### src/rtl/fe_test_pkg.sv
// Shared types and constants for the front-end test-pattern sequencer and its helpers.
package fe_test_pkg;

  // Divider terminal counts from mclk (49.152 MHz); strobe period is value + 1 clocks.
  localparam logic [10:0] SMP_DIV_192K = 11'h0FF;
  localparam logic [10:0] SMP_DIV_96K  = 11'h1FF;
  localparam logic [10:0] SMP_DIV_48K  = 11'h3FF;
  localparam logic [10:0] SMP_DIV_44K1 = 11'h45A;
  localparam logic [10:0] SMP_DIV_88K2 = 11'h22C;

  localparam int unsigned STEP_DWELL_W = 16;

  typedef enum logic [1:0] {
    FE_BYPASS   = 2'd0,
    FE_POS_DC   = 2'd1,
    FE_NEG_DC   = 2'd2,
    FE_TRIANGLE = 2'd3
  } fe_mode_e;

  typedef enum logic [2:0] {
    StIdle,
    StArm,
    StRun,
    StNext,
    StFinish
  } seq_state_e;

  typedef struct packed {
    fe_mode_e                  mode;
    logic [7:0]                inc;
    logic [STEP_DWELL_W-1:0]   dwell;
  } step_t;

  function automatic logic [10:0] rate_div(input logic [2:0] sel);
    case (sel)
      3'd0:    return SMP_DIV_192K;
      3'd1:    return SMP_DIV_96K;
      3'd3:    return SMP_DIV_44K1;
      3'd4:    return SMP_DIV_88K2;
      default: return SMP_DIV_48K;
    endcase
  endfunction

endpackage

### src/rtl/fe_test_sequencer_if.sv
// Control/config bundle between the register bank (master) and the test sequencer (slave).
interface fe_test_sequencer_if #(
  parameter int unsigned NUM_STEPS = 4,
  parameter int unsigned DWELL_W   = 16
);
  localparam int unsigned IdxW = $clog2(NUM_STEPS);

  logic               start;
  logic               abort;
  logic [2:0]         rate_sel;
  logic               cfg_we;
  logic [IdxW-1:0]    cfg_addr;
  logic [1:0]         cfg_mode;
  logic [7:0]         cfg_inc;
  logic [DWELL_W-1:0] cfg_dwell;
  logic               fe_run;
  logic [1:0]         fe_select;
  logic [7:0]         fe_inc;
  logic               smp_strobe;
  logic               busy;
  logic               done;
  logic [IdxW-1:0]    step_idx;

  modport master (
    output start, abort, rate_sel, cfg_we, cfg_addr, cfg_mode, cfg_inc, cfg_dwell,
    input  fe_run, fe_select, fe_inc, smp_strobe, busy, done, step_idx
  );

  modport slave (
    input  start, abort, rate_sel, cfg_we, cfg_addr, cfg_mode, cfg_inc, cfg_dwell,
    output fe_run, fe_select, fe_inc, smp_strobe, busy, done, step_idx
  );

endinterface

### src/rtl/fe_smp_strobe_gen.sv
// Sample-rate divider: counts 0..div while enabled, registered one-cycle strobe at count == div.
module fe_smp_strobe_gen #(
  parameter int unsigned DIV_W = 11
) (
  input  logic             clk,
  input  logic             reset,
  input  logic             en,
  input  logic [DIV_W-1:0] div,
  output logic             strobe
);

  logic [DIV_W-1:0] cnt_q, cnt_d;
  logic             act_q;
  logic             strobe_q, strobe_d;

  // en describes the coming cycle; the first enabled cycle always starts at count 0.
  always_comb begin
    cnt_d = '0;
    if (en && act_q) begin
      cnt_d = (cnt_q == div) ? '0 : cnt_q + 1'b1;
    end
    strobe_d = en && (cnt_d == div);
  end

  always_ff @(posedge clk) begin
    if (reset) begin
      cnt_q    <= '0;
      act_q    <= 1'b0;
      strobe_q <= 1'b0;
    end else begin
      cnt_q    <= cnt_d;
      act_q    <= en;
      strobe_q <= strobe_d;
    end
  end

  assign strobe = strobe_q;

endmodule

### src/rtl/fe_test_sequencer.sv
// Steps the front-end test generator through a programmed table of {mode, inc, dwell} entries.
module fe_test_sequencer
  import fe_test_pkg::*;
#(
  parameter int unsigned NUM_STEPS = 4,
  parameter int unsigned DWELL_W   = STEP_DWELL_W,  // must match the table entry width
  parameter int unsigned DIV_W     = 11
) (
  input logic                clk,
  input logic                reset,
  fe_test_sequencer_if.slave bus
);

  localparam int unsigned IdxW = $clog2(NUM_STEPS);

  seq_state_e         st_q, st_d;
  step_t              tbl_q [NUM_STEPS];
  logic [IdxW-1:0]    step_idx_q, step_idx_d;
  logic [DWELL_W-1:0] dwell_cnt_q, dwell_cnt_d, dwell_inc;
  logic [DIV_W-1:0]   div_q, div_d;
  logic               fe_run_q, fe_run_d;
  fe_mode_e           fe_select_q, fe_select_d;
  logic [7:0]         fe_inc_q, fe_inc_d;
  logic               busy_q, done_q, done_d;
  logic               smp_strobe, cnt_en;
  logic               hit_found;
  logic [IdxW-1:0]    hit_idx;
  int unsigned        search_base;

  // First entry at or above search_base with a non-zero dwell.
  always_comb begin
    search_base = (st_q == StArm) ? 0 : int'(step_idx_q) + 1;
    hit_found   = 1'b0;
    hit_idx     = '0;
    for (int unsigned i = 0; i < NUM_STEPS; i++) begin
      if (!hit_found && i >= search_base && tbl_q[i].dwell != '0) begin
        hit_found = 1'b1;
        hit_idx   = IdxW'(i);
      end
    end
  end

  assign dwell_inc = dwell_cnt_q + 1'b1;

  always_comb begin
    st_d        = st_q;
    step_idx_d  = step_idx_q;
    dwell_cnt_d = dwell_cnt_q;
    div_d       = div_q;
    fe_run_d    = fe_run_q;
    fe_select_d = fe_select_q;
    fe_inc_d    = fe_inc_q;
    done_d      = 1'b0;

    unique case (st_q)
      StIdle: begin
        if (bus.start && !bus.abort) begin
          st_d  = StArm;
          div_d = DIV_W'(rate_div(bus.rate_sel));
        end
      end
      StArm, StNext: begin
        dwell_cnt_d = '0;
        if (hit_found) begin
          st_d        = StRun;
          fe_run_d    = 1'b1;
          fe_select_d = tbl_q[hit_idx].mode;
          fe_inc_d    = tbl_q[hit_idx].inc;
          step_idx_d  = hit_idx;
        end else begin
          st_d = StFinish;
        end
      end
      StRun: begin
        if (smp_strobe) begin
          dwell_cnt_d = dwell_inc;
          if (dwell_inc == tbl_q[step_idx_q].dwell) begin
            st_d = StNext;
          end
        end
      end
      StFinish: st_d = StIdle;
      default:  st_d = StIdle;
    endcase

    if (bus.abort && st_q != StIdle) begin
      st_d = StIdle;
    end

    if (st_d == StIdle || st_d == StFinish) begin
      fe_run_d    = 1'b0;
      fe_select_d = FE_BYPASS;
      done_d      = (st_d == StFinish);
    end
    if (st_d == StIdle) begin
      step_idx_d  = '0;
      dwell_cnt_d = '0;
    end
  end

  assign cnt_en = (st_d == StRun) || (st_d == StNext);

  fe_smp_strobe_gen #(
    .DIV_W (DIV_W)
  ) u_strobe (
    .clk    (clk),
    .reset  (reset),
    .en     (cnt_en),
    .div    (div_q),
    .strobe (smp_strobe)
  );

  always_ff @(posedge clk) begin
    if (reset) begin
      st_q        <= StIdle;
      step_idx_q  <= '0;
      dwell_cnt_q <= '0;
      div_q       <= '0;
      fe_run_q    <= 1'b0;
      fe_select_q <= FE_BYPASS;
      fe_inc_q    <= '0;
      busy_q      <= 1'b0;
      done_q      <= 1'b0;
    end else begin
      st_q        <= st_d;
      step_idx_q  <= step_idx_d;
      dwell_cnt_q <= dwell_cnt_d;
      div_q       <= div_d;
      fe_run_q    <= fe_run_d;
      fe_select_q <= fe_select_d;
      fe_inc_q    <= fe_inc_d;
      busy_q      <= (st_d != StIdle);
      done_q      <= done_d;
    end
  end

  always_ff @(posedge clk) begin
    if (reset) begin
      for (int i = 0; i < NUM_STEPS; i++) begin
        tbl_q[i] <= '0;
      end
    end else if (bus.cfg_we && !busy_q) begin
      tbl_q[bus.cfg_addr] <= '{mode:  fe_mode_e'(bus.cfg_mode),
                               inc:   bus.cfg_inc,
                               dwell: STEP_DWELL_W'(bus.cfg_dwell)};
    end
  end

  assign bus.fe_run     = fe_run_q;
  assign bus.fe_select  = fe_select_q;
  assign bus.fe_inc     = fe_inc_q;
  assign bus.smp_strobe = smp_strobe;
  assign bus.busy       = busy_q;
  assign bus.done       = done_q;
  assign bus.step_idx   = step_idx_q;

endmodule

### src/flat_wrapper.sv
// flat-port wrapper written by rule: the top's interface ports become plain ports
module fe_test_sequencer_flat import fe_test_pkg::*;
#(
  parameter int unsigned NUM_STEPS = 4,
  parameter int unsigned DWELL_W   = STEP_DWELL_W,                                     
  parameter int unsigned DIV_W     = 11
)
  (clk, reset, bus_start, bus_abort, bus_rate_sel, bus_cfg_we, bus_cfg_addr, bus_cfg_mode, bus_cfg_inc, bus_cfg_dwell, bus_fe_run, bus_fe_select, bus_fe_inc, bus_smp_strobe, bus_busy, bus_done, bus_step_idx);
  fe_test_sequencer_if #(.NUM_STEPS(NUM_STEPS), .DWELL_W(DWELL_W)) bus_i ();
  input logic clk;
  input logic reset;
  input wire logic [$bits(bus_i.start)-1:0] bus_start;
  input wire logic [$bits(bus_i.abort)-1:0] bus_abort;
  input wire logic [$bits(bus_i.rate_sel)-1:0] bus_rate_sel;
  input wire logic [$bits(bus_i.cfg_we)-1:0] bus_cfg_we;
  input wire logic [$bits(bus_i.cfg_addr)-1:0] bus_cfg_addr;
  input wire logic [$bits(bus_i.cfg_mode)-1:0] bus_cfg_mode;
  input wire logic [$bits(bus_i.cfg_inc)-1:0] bus_cfg_inc;
  input wire logic [$bits(bus_i.cfg_dwell)-1:0] bus_cfg_dwell;
  output wire logic [$bits(bus_i.fe_run)-1:0] bus_fe_run;
  output wire logic [$bits(bus_i.fe_select)-1:0] bus_fe_select;
  output wire logic [$bits(bus_i.fe_inc)-1:0] bus_fe_inc;
  output wire logic [$bits(bus_i.smp_strobe)-1:0] bus_smp_strobe;
  output wire logic [$bits(bus_i.busy)-1:0] bus_busy;
  output wire logic [$bits(bus_i.done)-1:0] bus_done;
  output wire logic [$bits(bus_i.step_idx)-1:0] bus_step_idx;
  assign bus_i.start = bus_start;
  assign bus_i.abort = bus_abort;
  assign bus_i.rate_sel = bus_rate_sel;
  assign bus_i.cfg_we = bus_cfg_we;
  assign bus_i.cfg_addr = bus_cfg_addr;
  assign bus_i.cfg_mode = bus_cfg_mode;
  assign bus_i.cfg_inc = bus_cfg_inc;
  assign bus_i.cfg_dwell = bus_cfg_dwell;
  assign bus_fe_run = bus_i.fe_run;
  assign bus_fe_select = bus_i.fe_select;
  assign bus_fe_inc = bus_i.fe_inc;
  assign bus_smp_strobe = bus_i.smp_strobe;
  assign bus_busy = bus_i.busy;
  assign bus_done = bus_i.done;
  assign bus_step_idx = bus_i.step_idx;
  fe_test_sequencer #(.NUM_STEPS(NUM_STEPS), .DWELL_W(DWELL_W), .DIV_W(DIV_W)) u_core (.clk(clk), .reset(reset), .bus(bus_i));
endmodule
### config.mk
export PLATFORM = sky130hd
export DESIGN_NAME = fe_test_sequencer_flat
export DESIGN_NICKNAME = d
export VERILOG_FILES = /design/src/rtl/fe_test_pkg.sv /design/src/rtl/fe_test_sequencer_if.sv /design/src/rtl/fe_smp_strobe_gen.sv /design/src/rtl/fe_test_sequencer.sv /design/src/flat_wrapper.sv
export SDC_FILE = /design/constraint.sdc
export NUM_CORES = 1
export LEC_CHECK = 0
export BUFFER_PORTS_ARGS = -buffer_cell sky130_fd_sc_hd__buf_2
export CORE_UTILIZATION = 50
export DETAILED_ROUTE_END_ITERATION = 7
export PLACE_DENSITY = 0.71
export REMOVE_ABC_BUFFERS = 1
export SYNTH_ARGS = -nofsm -noshare
export SYNTH_HDL_FRONTEND = slang
export SYNTH_SLANG_ARGS = --single-unit
### constraint.sdc
create_clock -name clk -period 3.1 [get_ports clk]
set_input_delay 0.62 -clock clk [delete_from_list [all_inputs] [get_ports clk]]
set_output_delay 0.62 -clock clk [all_outputs]
set_load 0.01 [all_outputs]
* Word level (Yosys, flattened, before mapping)
Memories as Yosys holds them, arrays and structs flattened. A register that Yosys moved wholly into a read port is not among the register bits.
Index checks and enable logic that the tools add are counted.
** Storage, ports and cells
- Input bits :: 36
- Memories :: 1
- Word-level logic and storage cells :: 100
- Bits in writable memories :: 104
- Flip-flop bits (word level) :: 58
** Operators by class
- Bitwise logic cells :: 1
- Magnitude comparators :: 4
- Reductions and logical operators :: 37
- Eq/ne operators :: 13
- Muxes and demuxes :: 29
- Add/sub/neg operators :: 3
** Memory list
- u_core.tbl_q :: depth 4, width 26, rd ports 6, clocked after memory_dff 1, write ports 4, line fe_test_sequencer.sv:17 : step_t tbl_q [NUM_STEPS];
** Operators by type and width (count)
- $ge A1 B32 Y1 const A :: 2
- $ge A2 B32 Y1 const A :: 2
- $reduce_bool A16 Y1 :: 4
- $pmux W11 S4 :: 1
- $mux W32 :: 1
- $pmux W16 S2 :: 1
- $mux W26 :: 1
- $reduce_or A26 Y1 :: 1
- $eq A11 B11 Y1 :: 2
- $mux W11 :: 2
- $add A16 B1 Y16 const B :: 1
- $eq A16 B16 Y1 :: 1
- $mux W16 :: 1
- $eq A3 B2 Y1 const B :: 5
- $mux W3 :: 5
- $logic_and A1 B1 Y1 :: 12
- $add A11 B1 Y11 const B :: 1
- $mux W1 :: 11
- $mux W2 :: 5
- $logic_not A3 Y1 :: 3
- $pmux W3 S3 :: 1
- $reduce_or A2 Y1 :: 4
- $eq A3 B1 Y1 const B :: 2
- $eq A3 B3 Y1 const B :: 2
- 8 further kinds :: 16

* Depth between registers and ports, before layout
- Word-level depth :: 26
- Mapped depth :: 9

* By module
From an unflattened synthesis, not the netlist that was laid out.
** Unflattened totals
- Cell total of the unflattened synthesis :: 697
- Area total of the unflattened synthesis :: 7986.4 um^2
** Modules (own cells, without submodules)
- fe_test_sequencer :: seq. area each 3983.8 um^2, area an instance 6945.4 um^2, instances 1, cells an instance 570
- fe_smp_strobe_gen :: seq. area each 260.2 um^2, area an instance 1041.0 um^2, instances 1, cells an instance 127

* Worst setup path after synthesis
OpenSTA, ideal clock, no wires.
- Kind :: flip-flop to flip-flop
- Start :: register u_core.dwell_cnt_q[0]
- End :: register u_core.st_q[0]
- Setup slack :: 0.595 ns
- Required time :: 3.030 ns
- Library setup time :: 0.070 ns
- Stages on the path, launching flop included :: 9
- Arrival :: 2.435 ns
- Path buffers :: 0
- Path through :: dfxtp_1 -> ha_1 -> nand3_1 -> nor4_1 -> xnor2_1 -> nand2_1 -> or4_1 -> or4_1 -> a21oi_1
** On the way
- Cells in the longest elaborated chain, start to end :: 6
** RTL lines
- start, declared :: line fe_test_sequencer.sv:19 : logic [DWELL_W-1:0] dwell_cnt_q, dwell_cnt_d, dwell_inc;
- start signal, assigned :: line fe_test_sequencer.sv:127 : dwell_cnt_q <= dwell_cnt_d;
- $add A16 B1 Y16 :: line fe_test_sequencer.sv:43 : assign dwell_inc = dwell_cnt_q + 1'b1;
- $eq A16 B16 Y1 :: line fe_test_sequencer.sv:77 : if (dwell_inc == tbl_q[step_idx_q].dwell) begin
- $mux W3 :: line fe_test_sequencer.sv:77
- $mux W3 :: line fe_test_sequencer.sv:75 : if (smp_strobe) begin
- $pmux W3 S3 :: line fe_test_sequencer.sv:55 : unique case (st_q)
- $mux W3 :: line fe_test_sequencer.sv:86 : if (bus.abort && st_q != StIdle) begin
- end signal, assigned :: line fe_test_sequencer.sv:115 : st_q <= StIdle;
- end signal, assigned :: line fe_test_sequencer.sv:125 : st_q <= st_d;
- end, declared :: line fe_test_sequencer.sv:16 : seq_state_e st_q, st_d;
Every way passes these cells.
A chain may end at the register's enable or synchronous reset.

* Final worst setup path
Ends and elaborated chain as after synthesis.

==> results.cfg <==
[critical_path]
crit_family = simple AND/OR/NAND/NOR gates
crit_slowest_cell = or4_1
path_cells = ha_1, nand3_1, nor3_1, xnor2_1, nand2_1, or4_1, or4_1, a21oi_1
cpMostUsedCell = or4_1
path_buf_inv = 0
start_kind = flip-flop
r2r-start = u_core.dwell_cnt_q[0]$_SDFFE_PP0P_
worst-r2r-setup-slack_ps = 260
max_stage_delay_ps = 520
critical_path_class = flip-flop to flip-flop
r2r_end = u_core.st_q[0]$_SDFF_PP0_
r2r_cells = 8
cp.depth = 8
cp-end-kind = flip-flop
critPathArrivalTime_ps = 3200
required_ps = 3460
critPathMaxFanout = 7

[power]
p_clk_share_pct = 42.9
sw_frac_of_total_pct = 23.1
p_int_mw = 3.69
vdd_drop_max_mv = 0.399
comb_power_share_pct = 6.5
powerDensity_nw_per_um2 = 538
p_leak_nw = 3.30
switchingPower_mw = 1.10
seqPwrFrac_pct = 50.6

[place]
placed_area_um2 = 8330
port_buffers = 51
dpl.hpwl_mm = 12.5
gp_congestion = 0.909
dpl_worst_slack_ps = 319

[floorplanning]
ios = 52
die_area_um2 = 16100
die_y_um = 127
std_cell_rows = 45
floorplan.initialDensity_pct = 51.4
coreArea_um2 = 15200
die_w_um = 127

[layout]
antenna_cells = 0
area_delta_synth_final_pct = 13.8
drive_gt1_share_pct = 16.9
finalInstanceArea_um2 = 8900
n_fill_cell = 1277
nNetsFinal = 807

[yosys]
postSynthAreaPerCell_um2 = 10.9
synthTopCellsByArea = edfxtp_1 (40%), dfxtp_1 (14%), and2_1 (8.4%)
ys_async_sr_fraction_pct = 0
synth-seq-area-share_pct = 54.3
ys_ff_latch = 160
synth_cells = 715
ys_types = 59
synth-main-ff-cell = edfxtp_1
synth_top_area_share_pct = 40.0
synth_top_cell_by_area = edfxtp_1
synth_edf_count = 104
syn_area_um2 = 7820
ys.warnings.count = 0

[timing]
tightest_slew_ps = 1150
finalHoldViolations = 0
finClkSkew_ps = 12.7
setup_viol = 0
min_period_ps = 2840
hold_slack_ps = 434
relSlewSlack_pct = 23.6
drv_slew = 0
clock.fmax_mhz = 352
fin_tns_setup_ps = 0
fin_crit_sh_pct = 91.7
rsz0062_at_grt = false
fin_ws_ps = 259

[global_route]
antenna_found_initial = 0
overflow = 0
grt_pass1_vias = 5856
track_usage_pct = 24.3
grt_max_degree = 27
grt_pass1_wl_mm = 29.8

[min_path]
min_to = u_core.div_q[6]$_SDFFE_PP0P_
hold_class = input pin to flip-flop
min_from = bus_rate_sel[2]
whs_path_depth = 2

[outcome]
outcome = complete, no violations

[drt]
routedWlPerCell_um = 19.1
first_pass_iters = 5
num_vias = 5767
drt_iter0_drc = 484
drc = 0
antenna_left = 0
wl_mm = 18.5
vias_per_cell = 5.95

[clock_tree]
clock_path_buffers = 2
cts_tree = yes
numCtsBuffers = 17
cts_max_level = 4
cts_hold_buf = 0
clk_latency_ps = 430
clock-sinks = 160
cts_resized = 0
postCtsSetupBuffers = 0
cts_root_buf = clkbuf_16
clk_pin_slew_ps = 70

[run]
cap_viol_max_count = 0
[final cells by class]
| cell class | instances | area [µm²] | area share, % |
|---|---|---|---|
| clock buffer | 20 | 437 | 4.91 |
| timing repair buffer | 71 | 418 | 4.70 |
| clock inverter | 12 | 134 | 1.50 |
| inverter | 11 | 41.3 | 0.464 |
| tap | 188 | 235 | 2.64 |
| sequential | 160 | 4240 | 47.7 |
| multi-input combinational | 507 | 3390 | 38.1 |
[placed cells by master, fill, tap and decap left out, types with 11 or more instances in the layout]
master and n:
dfxtp_1 56, o21ai_0 26, nand3_1 36, clkbuf_16 17
and2_1 105, buf_4 19, nor2_1 55, xnor2_1 23
edfxtp_1 104, o211ai_1 14, a21oi_1 36, mux4_2 12
buf_2 51, xor2_1 19, nor4_1 21, inv_1 11
nand2_1 45
[layer usage]
layer	share of wire (%)	wire length, µm	global-route usage (%)
met3	4.1	760	4.56
met5	0	0	0
met1	43	7960	30.1
met4	2.7	503	11.0
met2	50	9250	41.6
[power groups by stage]
stage | Sequential (mW) | Clock [mW] | Combinational, mW
floorplan | 2.45 | 0 | 0.182
global placement | 2.46 | 0 | 0.307
detailed placement | 2.47 | 0 | 0.314
CTS | 2.42 | 2.07 | 0.316
global route | 2.43 | 2.16 | 0.344
finish | 2.42 | 2.05 | 0.313
[flip-flops by register name (all words and copies together), names as in the netlist, named ones only]
signal	flops
u_core.bus.fe_inc	8
u_core.bus.fe_select	2
u_core.tbl_q	104
u_core.bus.fe_run	1
u_core.u_strobe.act_q	1
u_core.u_strobe.cnt_q	11
u_core.div_q	7
u_core.bus.busy	1
u_core.dwell_cnt_q	16
u_core.bus.done	1
u_core.bus.step_idx	2
u_core.st_q	3
u_core.u_strobe.strobe	1
[cell usage after synthesis (all sizes together), types with 4 or more instances]
cell    count
edfxtp    104
dfxtp      56
or2         4
and4        7
nor3       12
o21ai      26
nor2       56
xor2       19
nand2b      5
clkbuf     30
a311oi      4
inv        11
a211oi      4
nor4       21
nand2      45
mux2       10
and2      105
buf         7
or3         6
mux4       16
nor2b       5
and3        7
o211ai     14
a21oi      36
nand4       5
xnor2      23
nor3b       4
nand3      36
[worst max path at each step]
| stage | from | endpoint |
|---|---|---|
| floorplan | flip-flop | u_core.st_q[0]$_SDFF_PP0_ |
| detailed placement | u_core.dwell_cnt_q[0]$_SDFFE_PP0P_ | u_core.st_q[0]$_SDFF_PP0_ |
| CTS | u_core.dwell_cnt_q[0]$_SDFFE_PP0P_ | u_core.st_q[0]$_SDFF_PP0_ |
| global route | u_core.tbl_q[3][4]$_DFFE_PP_ | u_core.u_strobe.strobe$_SDFF_PP0_ |
| finish | u_core.dwell_cnt_q[0]$_SDFFE_PP0P_ | u_core.st_q[0]$_SDFF_PP0_ |
| global placement | flip-flop | u_core.st_q[0]$_SDFF_PP0_ |
[metrics by stage]
step | total power, mW | util [%] | std cells
2_1_floorplan | 2.63 | - | 678
6_report | 4.79 | 58.5 | 969
5_1_grt | 4.94 | 58.5 | 969
3_3_place_gp | 2.77 | 54.8 | 937
4_1_cts | 4.80 | 58.5 | 969
3_5_place_dp | 2.78 | 54.8 | 937
[worst register-to-register path: stages, from the launching register on]
cell and delay, ps:
dfxtp_1 430, ha_1 270, nand3_1 180, nor3_1 470
xnor2_1 170, nand2_1 70, or4_1 510, or4_1 530
a21oi_1 150
[cells by family (layout without fill, tap and decap cells)]
logic type,after synthesis,after routing,synth area share (%)
AND/OR/NAND/NOR,324,324,22.4
flip-flops,160,160,54.3
AO/OA/AOI/OAI,111,111,9.04
buffers and inverters,48,114,2.53
XOR/XNOR,43,43,4.99
multiplexers,26,26,6.24
adder cells (fa/ha/maj),3,3,0.480
Power figures use the tool's default switching activity.
